===== config.mk =====
export PLATFORM = sky130hd
export DESIGN_NAME = mk_xsim_top
export DESIGN_NICKNAME = d
export VERILOG_FILES = /design/src/rtl/xsim_top_pkg.sv /design/src/rtl/xsim_msg_deframer.sv /design/src/rtl/mk_xsim_top.sv
export SDC_FILE = /design/constraint.sdc
export NUM_CORES = 1
export LEC_CHECK = 0
export ABC_AREA = 1
export CAP_MARGIN = 20
export CORE_UTILIZATION = 45
export CTS_CLUSTER_DIAMETER = 80
export CTS_CLUSTER_SIZE = 24
export DETAILED_ROUTE_END_ITERATION = 16
export PLACE_DENSITY = 0.71
export SYNTH_ARGS = -nofsm -noshare
export SYNTH_HDL_FRONTEND = slang
export SYNTH_HIERARCHICAL = 1
export SYNTH_SLANG_ARGS = --single-unit

===== constraint.sdc =====
create_clock -name CLK -period 3.8 [get_ports CLK]
set_input_delay 1.14 -clock CLK [delete_from_list [all_inputs] [get_ports CLK]]
set_output_delay 1.14 -clock CLK [all_outputs]
set_load 0.1 [all_outputs]

===== src/rtl/xsim_top_pkg.sv =====
// Shared types and helpers for the xsim portal shell.
// Method ids, lengths, FSM states, header pack/unpack.
package xsim_top_pkg;

  localparam logic [15:0] METH_ECHO = 16'd0;
  localparam logic [15:0] METH_ADD  = 16'd1;
  localparam logic [15:0] LEN_ECHO  = 16'd2;
  localparam logic [15:0] LEN_ADD   = 16'd3;
  localparam logic [15:0] IND_LEN   = 16'd2;

  typedef enum logic [2:0] {
    IDLE,
    ARGS,
    DRAIN,
    SEND_HDR,
    SEND_DATA
  } state_t;

  function automatic logic [15:0] hdr_meth(
    input logic [31:0] h
  );
    return h[31:16];
  endfunction

  // A zero length is read as one word (the header alone).
  function automatic logic [15:0] hdr_len(
    input logic [31:0] h
  );
    return (h[15:0] == 16'd0) ? 16'd1 : h[15:0];
  endfunction

  function automatic logic [31:0] hdr_build(
    input logic [15:0] m,
    input logic [15:0] l
  );
    return {m, l};
  endfunction

endpackage


===== src/rtl/xsim_msg_deframer.sv =====
// Request deframer: header decode, beat counter, argument capture.
// Ports: CLK/RST_N, state/acc/beat in; hdr flags, method, a, b, valid out.
import xsim_top_pkg::*;

module xsim_msg_deframer (
  input  logic        CLK,
  input  logic        RST_N,
  input  state_t      state,
  input  logic        acc,
  input  logic [31:0] beat,
  output logic        hdr_ok,
  output logic        hdr_short,
  output logic        last,
  output logic [15:0] method,
  output logic [31:0] a,
  output logic [31:0] b,
  output logic        valid
);

  logic [15:0] cnt;
  logic        idx;
  logic [15:0] meth;
  logic [15:0] len;

  assign meth = hdr_meth(beat);
  assign len  = hdr_len(beat);

  assign hdr_ok =
    ((meth == METH_ECHO) && (len == LEN_ECHO)) ||
    ((meth == METH_ADD)  && (len == LEN_ADD));

  assign hdr_short = (len == 16'd1);
  assign last      = (cnt == 16'd1);
  assign valid     = (state == ARGS) && acc && last;

  always_ff @(posedge CLK) begin
    if (RST_N) begin
      cnt    <= 16'd0;
      idx    <= 1'b0;
      method <= 16'd0;
      a      <= 32'd0;
      b      <= 32'd0;
    end else if (acc) begin
      unique case (state)
        IDLE: begin
          cnt    <= len - 16'd1;
          method <= meth;
          idx    <= 1'b0;
        end
        ARGS: begin
          cnt <= cnt - 16'd1;
          idx <= 1'b1;
          if (!idx) a <= beat;
          else      b <= beat;
        end
        DRAIN: cnt <= cnt - 16'd1;
        default: ;
      endcase
    end
  end

endmodule


===== src/rtl/mk_xsim_top.sv =====
// Portal shell: runs echo/add requests, emits 2-beat indications.
// Ports: CLK, RST_N (active-high), sink_* request in, src_* out, err_count.
import xsim_top_pkg::*;

module mk_xsim_top #(
  parameter logic [31:0] REQ_PORTAL = 32'd0,
  parameter logic [31:0] IND_PORTAL = 32'd1
) (
  input  logic        CLK,
  input  logic        RST_N,
  output logic [31:0] sink_portal,
  input  logic        sink_src_rdy,
  input  logic [31:0] sink_beat,
  output logic        sink_deq,
  output logic [31:0] src_portal,
  output logic        src_en_beat,
  output logic [31:0] src_beat,
  output logic [15:0] err_count
);

  state_t      state;
  state_t      nxt;
  logic        acc;
  logic        err_inc;
  logic        hdr_ok;
  logic        hdr_short;
  logic        last;
  logic        valid;
  logic [15:0] method;
  logic [31:0] a;
  logic [31:0] b;
  logic [31:0] payload;

  assign sink_portal = REQ_PORTAL;
  assign src_portal  = IND_PORTAL;

  assign sink_deq = !RST_N &&
    (state == IDLE || state == ARGS || state == DRAIN);
  assign acc = sink_src_rdy && sink_deq;

  assign payload = (method == METH_ADD) ? a + b : a;

  xsim_msg_deframer u_dfr (
    .CLK       (CLK),
    .RST_N     (RST_N),
    .state     (state),
    .acc       (acc),
    .beat      (sink_beat),
    .hdr_ok    (hdr_ok),
    .hdr_short (hdr_short),
    .last      (last),
    .method    (method),
    .a         (a),
    .b         (b),
    .valid     (valid)
  );

  always_comb begin
    nxt     = state;
    err_inc = 1'b0;
    unique case (state)
      IDLE: begin
        if (acc) begin
          if (hdr_ok) begin
            nxt = ARGS;
          end else begin
            err_inc = 1'b1;
            nxt     = hdr_short ? IDLE : DRAIN;
          end
        end
      end
      ARGS:      if (valid) nxt = SEND_HDR;
      DRAIN:     if (acc && last) nxt = IDLE;
      SEND_HDR:  nxt = SEND_DATA;
      SEND_DATA: nxt = IDLE;
      default:   nxt = IDLE;
    endcase
  end

  always_ff @(posedge CLK) begin
    if (RST_N) begin
      state       <= IDLE;
      src_en_beat <= 1'b0;
      src_beat    <= 32'd0;
      err_count   <= 16'd0;
    end else begin
      state <= nxt;
      if (err_inc && err_count != 16'hFFFF)
        err_count <= err_count + 16'd1;
      // Output regs load one cycle ahead of the beat they show.
      if (valid) begin
        src_en_beat <= 1'b1;
        src_beat    <= hdr_build(method, IND_LEN);
      end else if (state == SEND_HDR) begin
        src_en_beat <= 1'b1;
        src_beat    <= payload;
      end else begin
        src_en_beat <= 1'b0;
        src_beat    <= 32'd0;
      end
    end
  end

endmodule


Word-level counts from Yosys, hierarchy flattened. Index checks and enable logic that the tools add are counted.

Word-level logic and storage cells: 71. Flip-flop bits (word level): 149. Input port bits: 35.

Mux-type cells: 17. Bitwise logic cells: 2. Eq/ne operators: 13. Add/subtract/negate cells: 4. Reductions and logical operators: 25.

Operator list (count): $mux W32 (3); $eq A16 B1 Y1 const B (4); $add A32 B32 Y32 (1); $eq A16 B2 Y1 const B (2); $logic_not A16 Y1 (2); $pmux W16 S2 (1); $sub A16 B1 Y16 const B (2); $add A16 B1 Y16 const B (1); $mux W16 (1); $ne A16 B16 Y1 const B (1); $pmux W3 S4 (1); $mux W3 (3); $reduce_and A3 Y1 (3); $logic_and A1 B1 Y1 (8); $eq A3 B2 Y1 const B (2); $reduce_and A2 Y1 (3); $mux W1 (5); $mux W2 (2); $ne A2 B1 Y1 const B (2); $reduce_bool A2 Y1 (2); $eq A3 B1 Y1 const B (1); $logic_not A3 Y1 (1); $logic_or A1 B1 Y1 (3); $reduce_or A3 Y1 (1); other kinds (5) (6).

Longest topological paths before layout.
Depth after elaboration: 9. Depth in mapped cells: 15. Gate-level depth less buffers: 15.

Modules after synthesis. The synthesis kept the hierarchy.

By module, submodules not included: mk_xsim_top (times used 1, area each 5412.7 um^2, sequential area each 1041.0 um^2, cells each 926); xsim_msg_deframer (times used 1, area each 4445.5 um^2, sequential area each 1941.9 um^2, cells each 622).

Worst setup path before layout. Ideal clock, no wire load.

Path type: input-to-reg. Start point: input port RST_N. End point: register src_beat[21]. Arrival time: 3.238 ns. Library setup time: 0.132 ns. Path slack: 0.430 ns. Required time: 3.668 ns. Cell stages on the path: 14. Cell sequence: inv_2 nand3_1 inv_2 nand2_1 inv_1 nand2_2 nor4_1 buf_2 nor2_1 inv_1 clkbuf_1 nor2_1 nand2_1 a21oi_2.

Word-level cells in the longest chain between the ends: 6.

RTL lines: start, declared (RTL line mk_xsim_top.sv:10) `input logic RST_N,`; $logic_not A1 Y1 (RTL line mk_xsim_top.sv:37) `assign sink_deq = !RST_N &&`; $logic_and A1 B1 Y1 (RTL line mk_xsim_top.sv:37); via sink_deq (RTL line mk_xsim_top.sv:14) `output logic sink_deq,`; $logic_and A1 B1 Y1 (RTL line mk_xsim_top.sv:39) `assign acc = sink_src_rdy && sink_deq;`; via acc (RTL line mk_xsim_top.sv:23) `logic acc;`; $logic_and A1 B1 Y1 (2 in a row) (RTL line xsim_msg_deframer.sv:34) `assign valid = (state == ARGS) && acc && last;`; via valid (RTL line mk_xsim_top.sv:28) `logic valid;`; $mux W32 (RTL line mk_xsim_top.sv:91) `if (valid) begin`; end signal, assigned (RTL line mk_xsim_top.sv:93) `src_beat <= hdr_build(method, IND_LEN);`; end signal, assigned (RTL line mk_xsim_top.sv:96) `src_beat <= payload;`; end, declared (RTL line mk_xsim_top.sv:17) `output logic [31:0] src_beat,`.

The timed path passes the listed nets, and every way through them passes these cells. A chain may end at the register's enable or synchronous reset.

Worst setup path in the final report.
Start point: input port sink_beat[21]. End point: register err_count[6].

Word-level cells in the longest chain between the ends: 7. Elaborated cells on any way between the ends: 9. Classes of those cells: eq/ne: 1; mux: 3; reduce/logical: 5.

RTL lines: start, declared (RTL line mk_xsim_top.sv:13) `input logic [31:0] sink_beat,`; $eq A16 B1 Y1 or $logic_not A16 Y1 (tied branches) (RTL line xsim_msg_deframer.sv:30, xsim_msg_deframer.sv:29); $logic_and A1 B1 Y1 (on tied branches) (RTL line xsim_msg_deframer.sv:30, xsim_msg_deframer.sv:29); $logic_or A1 B1 Y1 * (RTL line xsim_msg_deframer.sv:29) `((meth == METH_ECHO) && (len == LEN_ECHO)) ||`; via hdr_ok (RTL line mk_xsim_top.sv:25) `logic hdr_ok;`; $mux W1 * (RTL line mk_xsim_top.sv:64) `if (hdr_ok) begin`; $mux W1 * (RTL line mk_xsim_top.sv:63) `if (acc) begin`; $mux W1 * (RTL line mk_xsim_top.sv:61) `unique case (state)`; $logic_and A1 B1 Y1 * (RTL line mk_xsim_top.sv:88) `if (err_inc && err_count != 16'hFFFF)`; end signal, assigned (RTL line mk_xsim_top.sv:89) `err_count <= err_count + 16'd1;`; end, declared (RTL line mk_xsim_top.sv:18) `output logic [15:0] err_count`.

The timed path passes the listed nets; every way through them passes the cells marked *.

==> impl_metrics.json <==
{
  "status": "finished clean",
  "finalCritPeriodShare_pct": 86.9,
  "ctsResizeCount": 0,
  "fin_setup_tns_ns": 0,
  "synth_xor_area_share_pct": 2.75,
  "synth-simple-area-share_pct": 32.7,
  "worst_pin_slew_ns": 0.778,
  "postRouteAntennaNets": 0,
  "crit_type": "input pin to flop",
  "drt_pass1_iterations": 5,
  "worstPathRequired_ns": 4.13,
  "die_area_mm2": 0.0225,
  "setup_slack_ns": 0.498,
  "holdBufCountCts": 0,
  "vias_per_cell": 5.05,
  "hp-class": "flop to flop",
  "rows": 53,
  "cts-root-buf": "clkbuf_16",
  "leakage_nw": 5.32,
  "maxClockFrequency_ghz": 0.303,
  "drcViolationCount": 0,
  "multiInputGateArea_mm2": 0.00558,
  "period_needed_ns": 3.30,
  "portBuffers": 84,
  "final_max_slew_viol_count": 0,
  "yosysUniqueCellTypes": 51,
  "yosysTopAreaCellShare_pct": 30.3,
  "finalHoldViolCount": 0,
  "hpwl_um": 21200,
  "cts_made_buffers": 17,
  "first_iter_violations": 647,
  "setup_viol": 0,
  "ir_drop_mv": 0.264,
  "clk_pin_slew_worst_paths_ns": 0.07,
  "synth_edf_count": 0,
  "avgSynthCellArea_um2": 6.37,
  "diodes": 0,
  "vias": 9612,
  "ys_seq_area_share_pct": 30.3,
  "io_pins": 149,
  "p_per_area_mw_per_mm2": 456,
  "synth.area.mux_share_pct": 0.102,
  "grt_max_degree": 60,
  "die_x_um": 150,
  "yosys_warnings": 6,
  "synth_area_leaders": "dfxtp_1 (30%), nand2_1 (13%), nor2_1 (9.1%), inv_1 (7.7%), o21ai_0 (5.8%)",
  "synth_top_family_by_area": "simple AND/OR/NAND/NOR gates",
  "area_growth_pct": 13.1,
  "wl_um": 28000,
  "core_area_mm2": 0.0212,
  "rsz0062_at_grt": "false",
  "antenna_found_initial": 0,
  "drive_above_1_share_pct": 10.6,
  "synth_compound_area_share_pct": 13.7,
  "grt_overflow_total": 0,
  "dp_slack_ns": 0.166,
  "clock_path_buffers": 2,
  "grt_use_total_pct": 25.2,
  "start_util_pct": 46.5,
  "die_height_um": 150,
  "clk_latency_ns": 0.42,
  "cts_sinks": 149,
  "htreeDepth": 4,
  "synth_flop_cell": "dfxtp_1",
  "cts_tree": "done",
  "drv_cap": 0,
  "synth_top_cell_by_area": "dfxtp_1",
  "cts_setup_buffers": 0,
  "place_congestion": 0.950,
  "grt_pass1_vias": 8815,
  "cp_max_fo": 13,
  "skew_ns": 0.0135,
  "fill_cells": 2198,
  "grt_pass1_wl_um": 44300,
  "arrival_ns": 3.63,
  "worst_setup_path_end_kind": "flop",
  "seq_area_mm2": 0.00298,
  "synthAdderAreaFrac_pct": 4.77,
  "wl_per_cell_um": 14.7,
  "slew_headroom_pct": 48.2,
  "synth-seq-cells": 149,
  "async_flop_share_pct": 0,
  "postSynthCellCount": 1548,
  "syn-cell-area_mm2": 0.00986,
  "cp-start-kind": "input pin",
  "nets": 1691
}
layout make-up:
cell class	instances	area share, %
inverters	216	7.28
clock inverters	12	1.30
multi-input cells	1137	50.0
flip-flops and latches	149	26.8
well taps	275	3.09
clock buffers	18	3.94
repair buffers	98	7.59
kinds of logic (layout without fill, tap and decap cells):
logic type               count (synthesis)  in the layout
flip-flops                             149            149
other                                    2             64
AND/OR/NAND/NOR                        753            753
XOR/XNOR                                31             31
adder cells (fa/ha/maj)                 37             37
AO/OA/AOI/OAI                          251            251
multiplexers                             1              1
buffers and inverters                  324            344
per-stage QoR:
stage               instances  instance area, um2  total power, mW  hold WS, ns  utilization (%)
floorplan                1610               10100             3.12        0.437                -
CTS                      1905               11100             5.10        0.466             52.5
finish                   1905               11100             5.08        0.462             52.5
global placement         1875               10600             3.37        0.452             49.8
detailed placement       1875               10600             3.39        0.454             49.8
global route             1905               11100             5.34        0.490             52.5
critical path, stage by stage:
cell and delay [ns]:
clkdlybuf4s50_1 0.52, nor4_1 0.54, nand2_1 0.17, nor4_1 0.37, or2_1 0.21, nor2_2 0.06
nand2_2 0.11, inv_2 0.13, nand2_1 0.11, nor2_1 0.05, nor3b_1 0.22
worst paths after layout:
check	to	depth (start not counted)	from	slack (ns)
setup / recovery	err_count[6]$_SDFFE_PP0P_	11	sink_beat[21]	0.50
hold / removal	u_dfr/method[14]$_SDFFE_PP0P_	2	u_dfr/method[14]$_SDFFE_PP0P_	0.46
setup reg to reg	src_beat[25]$_SDFF_PP0_	7	u_dfr/method[8]$_SDFFE_PP0P_	1.28
hold reg to reg	u_dfr/method[14]$_SDFFE_PP0P_	2	u_dfr/method[14]$_SDFFE_PP0P_	0.46
sequential cells by signal (all words and copies together), names as in the netlist:
register and count:
err_count 16, src_beat 32, src_en_beat 1, state 3, u_dfr/a 32, u_dfr/b 32, u_dfr/cnt 16, u_dfr/idx 1
u_dfr/method 16
cell usage in the layout, fill, tap and decap left out, types with 4 or more instances in the layout:
cell,instances
ha_1,36
a21oi_1,112
a21oi_2,4
nor4_1,8
xnor2_1,11
nand2_2,22
nand3_1,74
nor2_4,4
nor2_2,14
inv_6,4
nand4_1,9
nand2_1,348
buf_4,62
o21ai_0,114
clkdlybuf4s50_1,34
clkbuf_16,17
dfxtp_1,149
inv_1,202
inv_2,13
nor3_1,11
nor2_1,240
conb_1,64
xor2_1,20
per-layer routing:
layer	track usage, %	vias to the layer above	wire [um]
li1	-	4889	-
met1	32.6	4354	12500
met2	41.2	312	12900
met3	4.91	57	1760
met4	9.85	0	856
met5	0	-	0
power breakdown:
group	leakage [nW]	switching, mW	internal, mW
clock network	0.286	0.711	0.992
registers	1.21	0.130	1.70
logic	3.83	1.14	0.414
total	5.32	1.98	3.10
synthesized netlist by cell type (3+ instances only):
cell,instances
a211oi_2,3
a21oi_1,112
a21oi_2,4
and2_1,3
buf_2,15
buf_4,68
buf_6,6
clkbuf_1,17
dfxtp_1,149
ha_1,36
inv_1,203
inv_2,12
nand2_1,348
nand2_2,22
nand3_1,74
nand3_2,3
nand3b_1,3
nand4_1,9
nor2_1,240
nor2_2,14
nor2_4,4
nor3_1,11
nor4_1,9
o211ai_1,3
o21ai_0,114
xnor2_1,11
xor2_1,20
Note: power is estimated with default switching activity, not from simulation.
